--- src/rtl/imm_gen_stage.sv ---
// Immediate generation stage: decodes the RV immediate at accept time and
// holds results in a two-entry skid buffer with a registered InReady.
module imm_gen_stage #(
    parameter int XLEN  = 32,
    parameter int TAG_W = 5,
    parameter int ERR_W = 8
) (
    input  logic             clk,
    input  logic             reset_n,
    input  logic             InValid,
    output logic             InReady,
    input  logic [31:0]      Instr,
    input  logic [2:0]       ImmSrc,
    input  logic [TAG_W-1:0] InTag,
    output logic             OutValid,
    input  logic             OutReady,
    output logic [XLEN-1:0]  ImmExt,
    output logic [TAG_W-1:0] OutTag,
    output logic             ImmErr,
    output logic [ERR_W-1:0] ErrCnt
);

    typedef struct packed {
        logic [XLEN-1:0]  imm;
        logic [TAG_W-1:0] tag;
        logic             err;
    } ent_t;

    ent_t             main_q;
    ent_t             skid_q;
    ent_t             new_e;
    logic             main_v;
    logic             skid_v;
    logic             rdy_q;
    logic [ERR_W-1:0] cnt_q;

    logic [31:0]      v32;
    logic             sx;
    logic             bad;
    logic [XLEN-1:0]  imm_w;
    logic             accept;
    logic             xfer;
    logic             unused_instr;

    assign unused_instr = ^Instr[6:0];

    always_comb begin
        v32 = '0;
        sx  = 1'b0;
        bad = 1'b0;
        unique case (ImmSrc)
            3'b000: begin
                v32 = {{20{Instr[31]}}, Instr[31:20]};
                sx  = 1'b1;
            end
            3'b001: begin
                v32 = {{20{Instr[31]}}, Instr[31:25], Instr[11:7]};
                sx  = 1'b1;
            end
            3'b010: begin
                v32 = {{19{Instr[31]}}, Instr[31], Instr[7],
                       Instr[30:25], Instr[11:8], 1'b0};
                sx  = 1'b1;
            end
            3'b011: begin
                v32 = {{11{Instr[31]}}, Instr[31], Instr[19:12],
                       Instr[20], Instr[30:21], 1'b0};
                sx  = 1'b1;
            end
            3'b100: begin
                v32 = {Instr[31:12], 12'b0};
                sx  = 1'b1;
            end
            3'b101: begin
                // RV64 shifts use a 6-bit shamt
                if (XLEN == 64) v32 = {26'b0, Instr[25:20]};
                else            v32 = {27'b0, Instr[24:20]};
            end
            3'b110: v32 = {27'b0, Instr[19:15]};
            default: bad = 1'b1;
        endcase
        imm_w       = {XLEN{sx & Instr[31]}};
        imm_w[31:0] = v32;
    end

    assign new_e  = {imm_w, InTag, bad};
    assign accept = InValid & rdy_q;
    assign xfer   = main_v & OutReady;

    always_ff @(posedge clk) begin
        if (!reset_n) begin
            main_v <= 1'b0;
            skid_v <= 1'b0;
            rdy_q  <= 1'b1;
            main_q <= '0;
            skid_q <= '0;
            cnt_q  <= '0;
        end else begin
            if (xfer) begin
                if (skid_v) begin
                    main_q <= skid_q;
                    skid_v <= 1'b0;
                    rdy_q  <= 1'b1;
                end else if (accept) begin
                    main_q <= new_e;
                end else begin
                    main_v <= 1'b0;
                end
            end else if (accept) begin
                if (main_v) begin
                    skid_q <= new_e;
                    skid_v <= 1'b1;
                    rdy_q  <= 1'b0;
                end else begin
                    main_q <= new_e;
                    main_v <= 1'b1;
                end
            end
            if (accept && bad && cnt_q != '1)
                cnt_q <= cnt_q + ERR_W'(1);
        end
    end

    assign InReady  = rdy_q;
    assign OutValid = main_v;
    assign ImmExt   = main_q.imm;
    assign OutTag   = main_q.tag;
    assign ImmErr   = main_q.err;
    assign ErrCnt   = cnt_q;

endmodule

--- config.mk ---
export PLATFORM = sky130hd
export DESIGN_NAME = imm_gen_stage
export DESIGN_NICKNAME = d
export VERILOG_FILES = /design/src/rtl/imm_gen_stage.sv
export SDC_FILE = /design/constraint.sdc
export NUM_CORES = 1
export LEC_CHECK = 0
export ABC_AREA = 1
export BUFFER_PORTS_ARGS = -buffer_cell sky130_fd_sc_hd__buf_2
export CAP_MARGIN = 25
export CORE_MARGIN = 3
export CORE_UTILIZATION = 57
export DETAILED_ROUTE_END_ITERATION = 12
export HOLD_SLACK_MARGIN = 0.12
export PLACE_DENSITY = 0.84
export SLEW_MARGIN = 5
export SYNTH_ARGS = -nofsm -noshare
export SYNTH_HDL_FRONTEND = slang
export SYNTH_SLANG_ARGS = --single-unit
--- constraint.sdc ---
create_clock -name clk -period 2.6 [get_ports clk]
set_input_delay 0.52 -clock clk [delete_from_list [all_inputs] [get_ports clk]]
set_output_delay 0.52 -clock clk [all_outputs]
set_load 0.02 [all_outputs]
==> out/results.txt <==
CTS buffer count - 9
Layout area overhead - 14.6%
Area after DPL - 4270 µm²
Pwr Total - 2.79 mW
drt via density - 5.71
GRT Residual Overflow - 0
dpl hpwl - 6410 µm
Period minus WS final - 1.78 ns
die extent in x - 88.6 µm
setup tns final - 0 ns
post-CTS sizing - 0
initial antenna violation count - 0
crit share post-route - 0.684
multi-input logic area - 1850 µm²
clk_lat worst skew - 0.35 ns
core footprint - 6460 µm²
Iter 0 DRT Violations - 323
Post-Syn Area - 3880 µm²
via count - 3888
initial core utilization - 0.602
Clock Skews - 0.00755 ns
Least-Margin Pin Slew - 0.662 ns
Mapped Nets - 581
Final Hold Fails - 0
Critical Path RT - 2.85 ns
crit-path leading delay family - compound AO/OA/AOI/OAI gates
DRT Wirelength - 9780 µm
commonest non-fill, non-tap cell in the layout - nand2_1
first-pass GRT wire length - 15900 µm
# diodes - 0
final instance area - 4450 µm²
Bufs and invs on worst path - 2
Tot GR Track Use - 0.252
Pleak - 2.04 nW
IO buf count - 84
Ports - 92
Rel. slew slack - 0.558
critical path class - reg2reg
syn avg cell area - 7.25 µm²
Clock transition at path regs - 0.09 ns
Syn. warnings - 0
Max Slew Vio Count - 0
FP Rows - 29
sequential area share after synthesis - 0.448
Final nets - 644
Fmax - 563 MHz
status - completed
hold-fix buffers at CTS - 0
die height - 88.6 µm
RSZ-0062 raised after global routing - no
commonest non-fill, non-tap cells in the layout - 99 x nand2_1, 87 x dfxtp_1, 84 x buf_2, 80 x a21oi_1, 77 x o21ai_0
Worst Path Arrival - 2.03 ns
# H-tree levels - 3
routability cong. - 0.876
PD cells - 627 nW/µm²
clock net sink count - 87
total iterations of the first detailed-routing run - 4
DR WL/cell - 14.4 µm
number of global-route vias before repair - 3413
largest net degree at the start of global routing - 46
final setup fails - 0
total die area - 7840 µm²
post-route ant nets - 0
largest fanout on the critical path - 45
CP Launch Type - register
Hold WC Path Type - in2reg
fraction of layout cells with a size suffix above 1 - 0.202
Fillers - 556
Register Area - 1740 µm²
DRC viols - 0
CP max stage delay - 0.41 ns
CTS Root Cell - clkbuf_8
Critical Path End Type - register
max-capacitance violation count - 0
Netlist cell types - 28
worst vdd ir - 467 µV
CP cell instances - inv_2, o21ai_2, nand2_4, inv_4, o21ai_0, a21oi_1, nor2_1
Mapped Cells - 536
CTS tree - yes
Synth Register Bits - 87
CP max stage cell - inv_4
Post-CTS Setup Inserts - 0
clk buf depth - 2
path summary, 6_finish.rpt:
| path | start | endpoint | slack (ns) | cells past startpoint |
|---|---|---|---|---|
| max | OutValid$_SDFFE_PN0P_ | ImmExt[5]$_SDFFE_PN0P_ | 0.82 | 7 |
| min | Instr[12] | skid_q[18]$_SDFFE_PN0P_ | 0.45 | 3 |
| max reg2reg | OutValid$_SDFFE_PN0P_ | ImmExt[5]$_SDFFE_PN0P_ | 0.82 | 7 |
| min reg2reg | skid_q[2]$_SDFFE_PN0P_ | skid_q[2]$_SDFFE_PN0P_ | 0.46 | 2 |
sequential cells by signal (all words and copies together) (netlist names):
| register | count |
|---|---|
| skid_q | 38 |
| ImmExt | 32 |
| ErrCnt | 8 |
| OutTag | 5 |
| ImmErr | 1 |
| InReady | 1 |
| OutValid | 1 |
| skid_v | 1 |
tightest hold or removal path: stages:
cell and delay, ns:
buf_2 0.10, nand2_1 0.07, a31oi_1 0.07
routing by layer:
metal / vias to the layer above / global-route usage / part of all wire
met1: 1769 / 0.352 / 0.46
met3: 9 / 0.0428 / 0.072
met5: - / 0 / 0
li1: 1956 / - / -
met4: 0 / 0.0893 / 0.011
met2: 154 / 0.395 / 0.46
synth_stat cells (all sizes together):
cell    instances  area share
nand2         102        0.10
dfxtp          87        0.45
or2             1      0.0023
o21ai          91        0.12
nand3          29       0.037
a21oi          80        0.10
inv            27       0.027
nor3            1      0.0013
clkbuf          9      0.0087
xnor2           1      0.0023
nor2           44       0.046
ha              1      0.0032
xor2            2      0.0045
buf            29       0.042
a31oi          19       0.031
o211ai          1      0.0019
nand4          12       0.019
where the power goes:
group	total, mW	internal (mW)	switching [mW]	leakage (nW)
combinational	0.468	0.152	0.316	1.25
sequential	1.46	1.42	0.0422	0.713
clock	0.865	0.376	0.488	0.0849
total	2.79	1.94	0.846	2.04
per-stage QoR:
| step | hold WS [ns] | util | setup slack [ns] | std cells |
|---|---|---|---|---|
| detailed placement | 0.447 | 0.661 | 0.565 | 665 |
| floorplan | 0.425 | - | 1.06 | 536 |
| CTS | 0.434 | 0.689 | 0.830 | 681 |
| finish | 0.447 | 0.689 | 0.823 | 681 |
| global route | 0.442 | 0.689 | 0.684 | 681 |
| global placement | 0.431 | 0.661 | 0.613 | 665 |
logic make-up after synthesis:
kind of cell | synth area share
AO/OA/AOI/OAI | 0.255
XOR/XNOR | 0.00676
adder cells (fa/ha/maj) | 0.00322
buffers and inverters | 0.0773
flip-flops | 0.448
AND/OR/NAND/NOR | 0.210
final cells by class:
class | count | share of cell area
Timing Repair Buffer | 90 | 0.107
Clock buffer | 10 | 0.0309
Multi-Input combinational cell | 384 | 0.415
Inverter | 27 | 0.0233
Sequential cell | 87 | 0.391
Tap cell | 77 | 0.0216
Clock inverter | 6 | 0.0101
Power figures use the tool's default switching activity.
